## config.mk

```make
export PLATFORM = sky130hd
export DESIGN_NAME = cbz_branch_controller
export DESIGN_NICKNAME = d
export VERILOG_FILES = /design/src/rtl/cbz_branch_controller.sv
export SDC_FILE = /design/constraint.sdc
export NUM_CORES = 1
export LEC_CHECK = 0
export ABC_AREA = 0
export CAP_MARGIN = 20
export CORE_MARGIN = 2
export CORE_UTILIZATION = 43
export CTS_CLUSTER_SIZE = 40
export DETAILED_ROUTE_END_ITERATION = 12
export GPL_ROUTABILITY_DRIVEN = 1
export PLACE_DENSITY_LB_ADDON = 0.1
export SYNTH_ARGS = -nofsm -noshare
export SYNTH_HDL_FRONTEND = slang
export SYNTH_SLANG_ARGS = --single-unit
```

## constraint.sdc

```tcl
create_clock -name CLOCK -period 2.43 [get_ports CLOCK]
set_input_delay 0.486 -clock CLOCK [delete_from_list [all_inputs] [get_ports CLOCK]]
set_output_delay 0.486 -clock CLOCK [all_outputs]
set_load 0.005 [all_outputs]
```

## src/rtl/cbz_branch_controller.sv

```systemverilog
// LEGv8 branch resolution sequencer: CBZ/CBNZ/B accept, target compute, PCSrc redirect and flush window.
// Optional statistics counters are compiled in when BRANCH_STATS_EN is defined.
module cbz_branch_controller #(
   parameter int ADDR_W       = 64,
   parameter int FLUSH_CYCLES = 2,
   parameter int CNT_W        = 16
) (
   input  logic              CLOCK,
   input  logic              RESET,
   input  logic              dec_valid,
   input  logic              Branch,
   input  logic              UncondBranch,
   input  logic              CondInvert,
   input  logic [ADDR_W-1:0] pc_in,
   input  logic [ADDR_W-1:0] br_offset,
   input  logic              alu_valid,
   input  logic              Zero,
   output logic              req_ack,
   output logic              stall,
   output logic              PCSrc,
   output logic [ADDR_W-1:0] pc_target,
   output logic              flush,
   output logic              resolved,
`ifdef BRANCH_STATS_EN
   output logic [CNT_W-1:0]  taken_count,
   output logic [CNT_W-1:0]  resolve_count,
`endif
   output logic              taken
);

   typedef enum logic [1:0] {
      IDLE     = 2'd0,
      WAIT_ALU = 2'd1,
      REDIRECT = 2'd2,
      FLUSH    = 2'd3
   } state_t;

   localparam int CW = (FLUSH_CYCLES > 1) ? $clog2(FLUSH_CYCLES) : 1;
   localparam logic [CW-1:0] CNT_LOAD = CW'((FLUSH_CYCLES > 0) ? (FLUSH_CYCLES - 1) : 0);

   if (ADDR_W < 1 || CNT_W < 1 || FLUSH_CYCLES < 0) begin : g_param_check
      $error("cbz_branch_controller: illegal parameter combination");
   end

   state_t              state_q, state_d;
   logic [ADDR_W-1:0]   pc_target_q, pc_target_d;
   logic                inv_q, inv_d;
   logic                branch_q, branch_d;
   logic                uncond_q, uncond_d;
   logic [CW-1:0]       cnt_q, cnt_d;
   logic                stall_q, pcsrc_q, flush_q;

   logic                accept_s;
   logic                alu_hit_s;
   logic                cond_taken_s;
   logic                b_resolve_s;
   logic                resolved_s;
   logic                taken_s;

   // Request/resolve qualifiers; req_ack, resolved and taken must answer in the same cycle as their inputs.
   always_comb begin
      accept_s     = ~RESET & (state_q == IDLE) & dec_valid & (Branch | UncondBranch);
      alu_hit_s    = (state_q == WAIT_ALU) & alu_valid;
      cond_taken_s = branch_q & (Zero ^ inv_q);
      b_resolve_s  = (state_q == REDIRECT) & uncond_q;
      resolved_s   = alu_hit_s | b_resolve_s;
      taken_s      = (alu_hit_s & cond_taken_s) | b_resolve_s;
   end

   // Next-state and datapath capture for the branch sequencer.
   always_comb begin
      state_d     = state_q;
      pc_target_d = pc_target_q;
      inv_d       = inv_q;
      branch_d    = branch_q;
      uncond_d    = uncond_q;
      cnt_d       = cnt_q;
      case (state_q)
         IDLE: begin
            if (accept_s) begin
               pc_target_d = pc_in + (br_offset << 2);
               inv_d       = CondInvert;
               branch_d    = Branch;
               uncond_d    = UncondBranch;
               state_d     = UncondBranch ? REDIRECT : WAIT_ALU;
            end else begin
               state_d = IDLE;
            end
         end
         WAIT_ALU: begin
            if (alu_valid) begin
               state_d = cond_taken_s ? REDIRECT : IDLE;
            end else begin
               state_d = WAIT_ALU;
            end
         end
         REDIRECT: begin
            if (FLUSH_CYCLES == 0) begin
               state_d = IDLE;
            end else begin
               state_d = FLUSH;
               cnt_d   = CNT_LOAD;
            end
         end
         FLUSH: begin
            if (cnt_q == {CW{1'b0}}) begin
               state_d = IDLE;
            end else begin
               cnt_d = cnt_q - {{(CW-1){1'b0}}, 1'b1};
            end
         end
         default: begin
            state_d = IDLE;
         end
      endcase
   end

   // State, captured branch fields and state-decoded outputs, registered from the next state.
   always_ff @(posedge CLOCK or posedge RESET) begin
      if (RESET) begin
         state_q     <= IDLE;
         pc_target_q <= {ADDR_W{1'b0}};
         inv_q       <= 1'b0;
         branch_q    <= 1'b0;
         uncond_q    <= 1'b0;
         cnt_q       <= {CW{1'b0}};
         stall_q     <= 1'b0;
         pcsrc_q     <= 1'b0;
         flush_q     <= 1'b0;
      end else begin
         state_q     <= state_d;
         pc_target_q <= pc_target_d;
         inv_q       <= inv_d;
         branch_q    <= branch_d;
         uncond_q    <= uncond_d;
         cnt_q       <= cnt_d;
         stall_q     <= (state_d != IDLE);
         pcsrc_q     <= (state_d == REDIRECT);
         flush_q     <= (state_d == REDIRECT) || (state_d == FLUSH);
      end
   end

`ifdef BRANCH_STATS_EN
   logic [CNT_W-1:0] taken_cnt_q;
   logic [CNT_W-1:0] resolve_cnt_q;

   // Saturating outcome statistics.
   always_ff @(posedge CLOCK or posedge RESET) begin
      if (RESET) begin
         taken_cnt_q   <= {CNT_W{1'b0}};
         resolve_cnt_q <= {CNT_W{1'b0}};
      end else begin
         if (resolved_s && taken_s && (taken_cnt_q != {CNT_W{1'b1}})) begin
            taken_cnt_q <= taken_cnt_q + {{(CNT_W-1){1'b0}}, 1'b1};
         end
         if (resolved_s && (resolve_cnt_q != {CNT_W{1'b1}})) begin
            resolve_cnt_q <= resolve_cnt_q + {{(CNT_W-1){1'b0}}, 1'b1};
         end
      end
   end

   assign taken_count   = taken_cnt_q;
   assign resolve_count = resolve_cnt_q;
`endif

   assign req_ack   = accept_s;
   assign resolved  = resolved_s;
   assign taken     = taken_s;
   assign stall     = stall_q;
   assign PCSrc     = pcsrc_q;
   assign flush     = flush_q;
   assign pc_target = pc_target_q;

endmodule
```

==> impl_metrics.json, run 1 <==
{
  "synth_edf_count": 0,
  "grt_max_degree": 58,
  "synth_top_cell_area_share_pct": 29.3,
  "nNetsFinal": 1417,
  "clockBufferDepth": 2,
  "drtIter0Drc": 842,
  "fin_cells": 1404,
  "max-vdd-ir-drop_uv": 414,
  "p_leak_nw": 5.54,
  "crit_chain": "buf_6, ha_4, a21oi_2, nand4b_1, a211oi_4, o31ai_4, a2111oi_4, o22ai_4, o41ai_4, buf_6, a41oi_2, xor2_1, o21ai_1",
  "initial_core_util_pct": 44.5,
  "cts.htree.levels": 3,
  "ys_ff_latch": 73,
  "synthTopCellsByCount": "nand2_1 (118), o21ai_0 (89), a21oi_1 (77)",
  "die_area_um2": 15500,
  "worstSetupEndpointType": "register",
  "grt_overflow_total": 0,
  "gp_congestion": 0.916,
  "ant_nets": 0,
  "yosysTopAreaCell": "dfrtp_1",
  "synth_flop_cell": "dfrtp_1",
  "comb_power_share_pct": 54.2,
  "synth_fp_nets": 970,
  "fmax_ghz": 0.344,
  "pre_cts_slack_ns": -1.18,
  "clk_pin_slew_ns": 0.07,
  "yosys_warnings": 0,
  "powerDensity_nw_per_um2": 687,
  "clock_latency_ns": 0.35,
  "syn_area_um2": 6230,
  "slowest_delay_ns": 0.42,
  "final_cell_area_um2": 12300,
  "track_usage_pct": 32.8,
  "cts.sinks": 73,
  "n_fill_cell": 661,
  "syn_area_per_cell_um2": 8.07,
  "drt-total-wl_um": 29000,
  "synth_most_common_cell": "nand2_1",
  "dp_hpwl_um": 16200,
  "layout_min_cycle_time_ns": 2.91,
  "antenna_cells": 0,
  "intPower_mw": 5.35,
  "die_x_um": 124,
  "dp.cells": 1329,
  "io_buffer_count": 203,
  "p_sw_mw": 3.08,
  "cts_hold_buf": 0,
  "avgViaCountPerCell": 6.00,
  "max-cap-violations": 0,
  "antenna_found_initial": 0,
  "drt_drc_violations_left": 0,
  "die_y_um": 124,
  "placed_cell_area_um2": 10100,
  "max-slew-margin-rel_pct": 62.5,
  "finalSetupViolCount": 36,
  "failed_checks": "setup timing",
  "crit_top_cell": "buf_6",
  "cts_tree": "done",
  "drt_first_pass_iters": 7,
  "skew_ns": 0.00722,
  "ys_types": 58,
  "p_sw_share_pct": 36.5,
  "drive_gt1_share_pct": 42.7,
  "vias": 8424,
  "drv_slew": 0,
  "layout_setup_ws_ns": -0.477,
  "cts_buffers": 9,
  "yosysSeqAreaShare_pct": 29.3,
  "synthToLayoutAreaGrowth_pct": 96.9,
  "crit_required_ns": 2.66,
  "path_max_fanout": 5,
  "tightest_slew_ns": 0.563,
  "arrival_ns": 3.14,
  "fin_setup_tns_ns": -8.37,
  "netlist_top_cells_area": "dfrtp_1 (29%), ha_1 (12%), o21ai_0 (7.2%), nand2_1 (7.1%), a21oi_1 (6.2%)",
  "worstSetupPathType": "in -> reg",
  "wl_per_cell_um": 20.7,
  "run_status": "finished, violations left",
  "syn-instance-count": 772,
  "synthArstFlopShare_pct": 100,
  "grt_first_pass_wirelength_um": 41500,
  "grt_pass1_vias": 8224,
  "min_path_type": "in -> async",
  "ios": 206,
  "hold_viol_final": 0,
  "ctsRootBufferMaster": "clkbuf_16",
  "seqPwrFrac_pct": 26.3,
  "coreArea_um2": 14000,
  "power.share.clock_pct": 19.5,
  "rows": 43,
  "startpoint_type": "input port",
  "grt_setup_unrepaired": "true",
  "slowest_stage": "a2111oi_4",
  "timing.final.crit_share_pct": 120
}
==> worst paths after layout <==
path                                             endpoint                 start  slack (ns)  cells after the start
max in group asynchronous       pc_target[22]$_DFFE_PP0P_                 RESET        1.40                      4
worst min register to register       branch_q$_DFFE_PP0P_  branch_q$_DFFE_PP0P_        0.48                      2
min in group CLOCK               pc_target[2]$_DFFE_PP0P_              pc_in[2]        0.46                      4
worst min-delay path                    cnt_q$_DFFE_PP0P_                 RESET        0.43                      3
worst max register to register  pc_target[48]$_DFFE_PP0P_  state_q[0]$_DFF_PP0_        0.57                      6
worst max-delay path            pc_target[55]$_DFFE_PP0P_              pc_in[3]       -0.48                     13
==> logic make-up (layout without fill, tap and decap cells) <==
family                     after synthesis  in the layout  share of synthesized area [%]
AOI/OAI and AO/OA                      285            285                           28.4
muxes                                    2              2                          0.321
DFF                                     73             73                           29.3
xor gates and xnor gates                57             57                           8.02
adders and majority gates               62             62                           12.6
and+or+nand+nor                        234            234                           17.8
buffers and inverters                   59            511                           3.58
==> cell type report <==
class | count | area, µm² | area share, %
clock inverter | 7 | 126 | 1.03
multi-input combinational | 640 | 5740 | 46.8
inverter | 22 | 83.8 | 0.684
tap | 180 | 225 | 1.84
clock buffer | 9 | 225 | 1.84
sequential | 73 | 1830 | 14.9
timing repair buffer | 473 | 4040 | 32.9
==> state kept, by name, summed over array words and instances (netlist names) <==
| register | count |
|---|---|
| flush | 1 |
| state_q | 2 |
| branch_q | 1 |
| cnt_q | 1 |
| PCSrc | 1 |
| uncond_q | 1 |
| stall | 1 |
| pc_target | 64 |
| inv_q | 1 |
==> what timing repair did <==
action                                 CTS  global route
setup buffers                           46            22
setup endpoints to repair               51            44
gates resized for setup                382           112
pin swaps                              135            79
endpoints found under the hold margin    0             0
==> metrics by stage <==
step,util [%],power (mW),hold WS (ns)
after floorplan,-,3.61,0.438
after global placement,72.4,5.80,0.455
after detailed placement,72.4,5.90,0.462
after CTS,83.9,7.91,0.428
after global routing,87.7,8.83,0.449
final,87.7,8.43,0.435
==> worst max-delay path, delay by kind of cell <==
| family | cells | cell delay (ns) |
|---|---|---|
| AO/OA/AOI/OAI | 8 | 1.65 |
| XOR/XNOR | 1 | 0.16 |
| adder cells (fa/ha/maj) | 1 | 0.25 |
| buffers and inverters | 2 | 0.30 |
| AND/OR/NAND/NOR | 1 | 0.28 |
==> layer usage <==
layer,global-route usage (%),up-vias,routed length [µm]
met1,38.3,3981,10800
li1,-,3687,-
met4,16.1,0,1950
met5,0,-,0
met3,4.94,189,2110
met2,58.3,567,14200
==> power groups by stage <==
stage / Combinational (mW) / Clock, mW / Sequential [mW]
2_1_floorplan: 1.43 / 0 / 2.18
3_3_place_gp: 3.64 / 0 / 2.16
3_5_place_dp: 3.71 / 0 / 2.19
4_1_cts: 4.11 / 1.62 / 2.18
5_1_grt: 4.86 / 1.69 / 2.28
6_report: 4.57 / 1.64 / 2.22
==> cell usage in the layout, fill, tap and decap left out, types with 5 or more instances in the layout <==
cell / netlist / routed
a21oi_2: 0 / 29
clkbuf_16: 0 / 9
xor2_1: 30 / 27
o21ai_2: 0 / 12
o21bai_1: 10 / 9
nand2b_1: 10 / 6
clkdlybuf4s50_1: 0 / 130
a31oi_2: 0 / 7
a21oi_4: 0 / 16
nand3b_1: 5 / 5
o21ai_1: 4 / 34
buf_6: 0 / 41
ha_4: 0 / 36
buf_2: 1 / 17
nor3_1: 8 / 6
xnor2_1: 27 / 18
nand3_1: 14 / 11
dfrtp_1: 73 / 73
nand4_1: 11 / 11
and3_1: 8 / 5
a21oi_1: 77 / 32
nor2_1: 29 / 24
o21ai_0: 89 / 43
clkbuf_2: 0 / 10
buf_4: 0 / 241
ha_1: 61 / 24
inv_1: 21 / 17
a21o_1: 38 / 38
xnor2_2: 0 / 9
o21a_1: 6 / 6
a31oi_1: 19 / 8
dlygate4sd2_1: 0 / 23
nand2_2: 0 / 8
nand2_1: 118 / 108
clkdlybuf4s15_1: 0 / 7
(Power assumes the default switching activity.)
==> inputs of run 2 (changes only) <==
--- a/config.mk
+++ b/config.mk
@@ -13,6 +13,7 @@
 export DETAILED_ROUTE_END_ITERATION = 12
 export GPL_ROUTABILITY_DRIVEN = 1
 export PLACE_DENSITY_LB_ADDON = 0.1
+export SKIP_CTS_REPAIR_TIMING = 1
 export SYNTH_ARGS = -nofsm -noshare
 export SYNTH_HDL_FRONTEND = slang
 export SYNTH_SLANG_ARGS = --single-unit
==> run 2 against run 1 <==
Net effect: the flow still finishes with violations (setup timing); clock-buffer cell count did not move; register-to-register slack is essentially flat; sequential power hardly changed; wire length is 19% lower; cell area shrank 5.0%; first-iteration DRC count is 31% lower; clock skew up 0.0019 ns; utilization down 4.4 points; sequential cell count unchanged; critical endpoint unchanged; die area did not move.
==> impl_metrics.json, run 2 (same netlist as run 1, synthesis figures left out) <==
{
  "final_common_cell": "buf_4",
  "grt_first_pass_wirelength_um": 33100,
  "drive_gt1_share_pct": 33.3,
  "dp.cells": 1329,
  "grt_pass1_vias": 6991,
  "power.total_mw": 7.93,
  "max-slew-margin-rel_pct": 63.2,
  "largest_reg_flops": 64,
  "dp_hpwl_um": 16200,
  "vias": 7541,
  "die_area_um2": 15500,
  "p_leak_nw": 5.66,
  "avgViaCountPerCell": 5.53,
  "timing.final.crit_share_pct": 126,
  "powerDensity_nw_per_um2": 681,
  "path_max_fanout": 5,
  "drv_slew": 0,
  "clockBufferDepth": 2,
  "gp_congestion": 0.916,
  "die_y_um": 124,
  "cts.htree.levels": 3,
  "die_x_um": 124,
  "clk_pin_slew_ns": 0.07,
  "crit_required_ns": 2.66,
  "hold_viol_final": 0,
  "grt_overflow_total": 0,
  "slowest_stage": "clkdlybuf4s50_1",
  "layout_min_cycle_time_ns": 3.06,
  "startpoint_type": "input port",
  "skew_ns": 0.00910,
  "io_buffer_count": 203,
  "ctsRootBufferMaster": "clkbuf_16",
  "ios": 206,
  "nNetsFinal": 1376,
  "max-vdd-ir-drop_uv": 405,
  "cts.sinks": 73,
  "tightest_slew_ns": 0.553,
  "grt_setup_unrepaired": "true",
  "drt-total-wl_um": 23600,
  "pre_cts_slack_ns": -1.18,
  "wl_per_cell_um": 17.3,
  "final_util_pct": 83.3,
  "cts_buffers": 9,
  "ant_nets": 0,
  "crit_chain": "clkdlybuf4s50_1, ha_1, inv_2, a211oi_4, o31ai_4, a2111oi_4, o22ai_2, o41ai_4, buf_6, a41oi_2, xor2_1, o21ai_1",
  "slowest_delay_ns": 0.44,
  "rows": 43,
  "initial_core_util_pct": 44.5,
  "track_usage_pct": 25.7,
  "worstSetupEndpointType": "register",
  "fin_cells": 1363,
  "fmax_ghz": 0.326,
  "worstSetupPathType": "in -> reg",
  "drt_drc_violations_left": 0,
  "n_fill_cell": 820,
  "drt_first_pass_iters": 5,
  "arrival_ns": 3.30,
  "failed_checks": "setup timing",
  "cts_tree": "done",
  "coreArea_um2": 14000,
  "antenna_found_initial": 0,
  "run_status": "finished, violations left",
  "antenna_cells": 0,
  "finalSetupViolCount": 40,
  "clock_latency_ns": 0.35,
  "grt_max_degree": 58,
  "layout_setup_ws_ns": -0.634,
  "synthToLayoutAreaGrowth_pct": 87.0,
  "drtIter0Drc": 583,
  "fin_setup_tns_ns": -10.49,
  "max-cap-violations": 0,
  "min_path_type": "in -> async",
  "layout_common_cells": "buf_4 (219), clkdlybuf4s50_1 (140), nand2_1 (111), dfrtp_1 (73), o21ai_0 (64)"
}
## run 2: area by class of cell
class                      count  area, µm²  share of cell area [%]
inverter                      22       83.8                   0.720
clock inverter                 7        126                    1.08
sequential                    73       1830                    15.7
multi-input combinational    640       5230                    44.9
timing repair buffer         432       3930                    33.7
tap                          180        225                    1.93
clock buffer                   9        225                    1.93
## run 2: power by group
| group | leakage, nW | total, mW | switching (mW) | internal (mW) |
|---|---|---|---|---|
| clock network | 0.168 | 1.61 | 0.597 | 1.02 |
| registers | 0.906 | 2.20 | 0.379 | 1.82 |
| logic | 4.59 | 4.12 | 1.77 | 2.35 |
## run 2: worst paths after layout
check                                               start                        end  slack [ns]  depth (start not counted)
worst max register to register       state_q[0]$_DFF_PP0_  pc_target[48]$_DFFE_PP0P_        0.56                          6
min in group CLOCK              pc_target[62]$_DFFE_PP0P_  pc_target[62]$_DFFE_PP0P_        0.48                          2
worst min register to register  pc_target[62]$_DFFE_PP0P_  pc_target[62]$_DFFE_PP0P_        0.48                          2
worst min-delay path                                RESET       state_q[1]$_DFF_PP0_        0.32                          3
max in group asynchronous                           RESET  pc_target[22]$_DFFE_PP0P_        1.53                          4
worst max-delay path                             pc_in[7]  pc_target[55]$_DFFE_PP0P_       -0.63                         12
## run 2: metal layers
metal  share of wire, %  global-route usage (%)
met4                3.1                    8.06
met5                  0                       0
met3                4.8                    3.35
met1                 41                    33.4
met2                 51                    44.2
## run 2: critical path, delay by kind of cell
family	cells	cell delay [ns]
AOI/OAI and AO/OA	7	1.61
xor gates and xnor gates	1	0.18
adders and majority gates	1	0.34
buffers and inverters	3	0.68
## run 2: stage by stage
stage / hold WS, ns / instance area [µm²]
after floorplan: 0.438 / 6430
after global placement: 0.455 / 10100
after detailed placement: 0.462 / 10100
after CTS: 0.478 / 10500
after global routing: 0.346 / 11600
final: 0.320 / 11600
==> inputs of run 3 (changes only) <==
--- a/config.mk
+++ b/config.mk
@@ -12,7 +12,7 @@
 export CTS_CLUSTER_SIZE = 40
 export DETAILED_ROUTE_END_ITERATION = 12
 export GPL_ROUTABILITY_DRIVEN = 1
-export PLACE_DENSITY_LB_ADDON = 0.1
+export PLACE_DENSITY = 0.79
 export SKIP_CTS_REPAIR_TIMING = 1
 export SYNTH_ARGS = -nofsm -noshare
 export SYNTH_HDL_FRONTEND = slang
==> run 3 against run 2 <==
Net effect: the flow still finishes with violations (setup timing); sequential share of layout area decreased by 0.27 points; non-clock buffer count increased by 3; die area unchanged; utilization increased by 1.5 points; fmax increased by 4.1%; clock skew decreased by 0.0051 ns; sequential power about the same; via count increased by 6.4%; cell count increased by 0.22%; worst setup slack improved by 0.12 ns.
==> impl_metrics.json, run 3 (same netlist as run 1, synthesis figures left out) <==
{
  "drtIter0Drc": 638,
  "path_max_fanout": 5,
  "cts_buffers": 9,
  "startpoint_type": "input port",
  "vias": 8022,
  "seqPwrFrac_pct": 28.0,
  "finalSetupViolCount": 39,
  "slowest_stage": "or4_4",
  "cts_tree": "done",
  "power.total_mw": 7.97,
  "path_buf_inv": 2,
  "cts.htree.levels": 3,
  "crit_required_ns": 2.64,
  "drv_slew": 0,
  "final_cell_area_um2": 11900,
  "max-vdd-ir-drop_uv": 363,
  "gp_congestion": 0.913,
  "antenna_found_initial": 0,
  "r2r-start": "state_q[0]$_DFF_PP0_",
  "startpoint": "br_offset[26]",
  "layout_min_cycle_time_ns": 2.94,
  "drive_gt1_share_pct": 34.8,
  "failed_checks": "setup timing",
  "fin_setup_tns_ns": -10.64,
  "clk_pin_slew_ns": 0.06,
  "worstSetupPathType": "in -> reg",
  "comb_power_share_pct": 54.8,
  "p_sw_share_pct": 37.2,
  "worstSetupEndpointType": "register",
  "die_area_um2": 15500,
  "drt-total-wl_um": 27300,
  "final_common_cell": "buf_4",
  "max-cap-violations": 0,
  "crit_family": "compound AO/OA/AOI/OAI gates",
  "clockBufferDepth": 2,
  "ant_nets": 0,
  "wl_per_cell_um": 20.0,
  "io_buffer_count": 203,
  "layout_setup_ws_ns": -0.512,
  "grt_first_pass_wirelength_um": 33900,
  "track_usage_pct": 26.0,
  "timing.final.crit_share_pct": 121,
  "die_x_um": 124,
  "skew_ns": 0.00402,
  "max-slew-margin-rel_pct": 55.2,
  "antenna_cells": 0,
  "synthToLayoutAreaGrowth_pct": 90.4,
  "grt_overflow_total": 0,
  "p_leak_nw": 5.72,
  "ios": 206,
  "clock_latency_ns": 0.34,
  "p_sw_mw": 2.96,
  "grt_max_degree": 74,
  "crit_chain": "clkdlybuf4s50_1, ha_4, a21o_1, a31oi_2, o22ai_2, or4_4, o22ai_4, o41ai_4, buf_6, a21oi_4, mux2i_1, nand3_1",
  "min_path_type": "in -> async",
  "grt_setup_unrepaired": "true",
  "die_y_um": 124,
  "power.share.clock_pct": 17.1,
  "rows": 43,
  "arrival_ns": 3.16,
  "dp_hpwl_um": 16500,
  "tightest_slew_ns": 0.672,
  "cts.sinks": 73,
  "placed_cell_area_um2": 10100,
  "run_status": "finished, violations left",
  "drt_first_pass_iters": 5,
  "drt_drc_violations_left": 0,
  "grt_pass1_vias": 7138,
  "intPower_mw": 5.00,
  "initial_core_util_pct": 44.5,
  "avgViaCountPerCell": 5.87,
  "largest_reg_flops": 64,
  "hold_viol_final": 0,
  "powerDensity_nw_per_um2": 672,
  "coreArea_um2": 14000,
  "layout_common_cells": "buf_4 (217), clkdlybuf4s50_1 (135), nand2_1 (111), dfrtp_1 (73), dlymetal6s2s_1 (59)",
  "slowest_delay_ns": 0.57,
  "ctsRootBufferMaster": "clkbuf_16",
  "fmax_ghz": 0.340,
  "nNetsFinal": 1379
}
run 3: worst paths after layout:
check	to	slack, ns	cells past startpoint
worst max-delay path	pc_target[63]$_DFFE_PP0P_	-0.51	12
worst min-delay path	branch_q$_DFFE_PP0P_	0.43	4
worst max register to register	pc_target[13]$_DFFE_PP0P_	0.31	6
worst min register to register	pc_target[45]$_DFFE_PP0P_	0.48	2
max in group asynchronous	pc_target[32]$_DFFE_PP0P_	1.67	4
min in group CLOCK	pc_target[45]$_DFFE_PP0P_	0.48	2
run 3: metal layers:
metal,track usage (%),wire length (µm),share of wire [%],vias up
met1,34.1,10700,39,3841
met4,10.0,1370,5.0,0
li1,-,-,-,3619
met2,43.4,13700,50,448
met3,3.52,1630,5.9,114
met5,0,0,0,-
run 3: power by group through the flow:
stage / registers [mW] / logic, mW / clock network [mW]
final: 2.23 / 4.37 / 1.36
after global routing: 2.28 / 4.65 / 1.41
after CTS: 2.17 / 3.75 / 1.35
after detailed placement: 2.19 / 3.72 / 0
after global placement: 2.15 / 3.62 / 0
after floorplan: 2.18 / 1.43 / 0
run 3: cell type report:
| cell class | count | area [µm²] |
|---|---|---|
| multi-input cells | 640 | 5450 |
| repair buffers | 435 | 3980 |
| fillers | 719 | 2130 |
| flip-flops and latches | 73 | 1830 |
| clock buffers | 10 | 229 |
| well taps | 180 | 225 |
| inverters | 22 | 82.6 |
| clock inverters | 6 | 66.3 |
run 3: per-stage QoR:
| step | setup WS [ns] | std cells | utilization [%] | hold slack (ns) |
|---|---|---|---|---|
| 4_1_cts | -0.927 | 1341 | 74.3 | 0.483 |
| 2_1_floorplan | -0.437 | 772 | - | 0.438 |
| 5_1_grt | -0.596 | 1366 | 84.8 | 0.475 |
| 6_report | -0.512 | 1366 | 84.8 | 0.428 |
| 3_5_place_dp | -1.28 | 1325 | 72.2 | 0.470 |
| 3_3_place_gp | -1.14 | 1325 | 72.2 | 0.457 |
run 3: worst min-delay path, stage by stage:
cell            delay, ns
dlymetal6s2s_1       0.15
buf_4                0.14
inv_2                0.06
buf_12               0.34
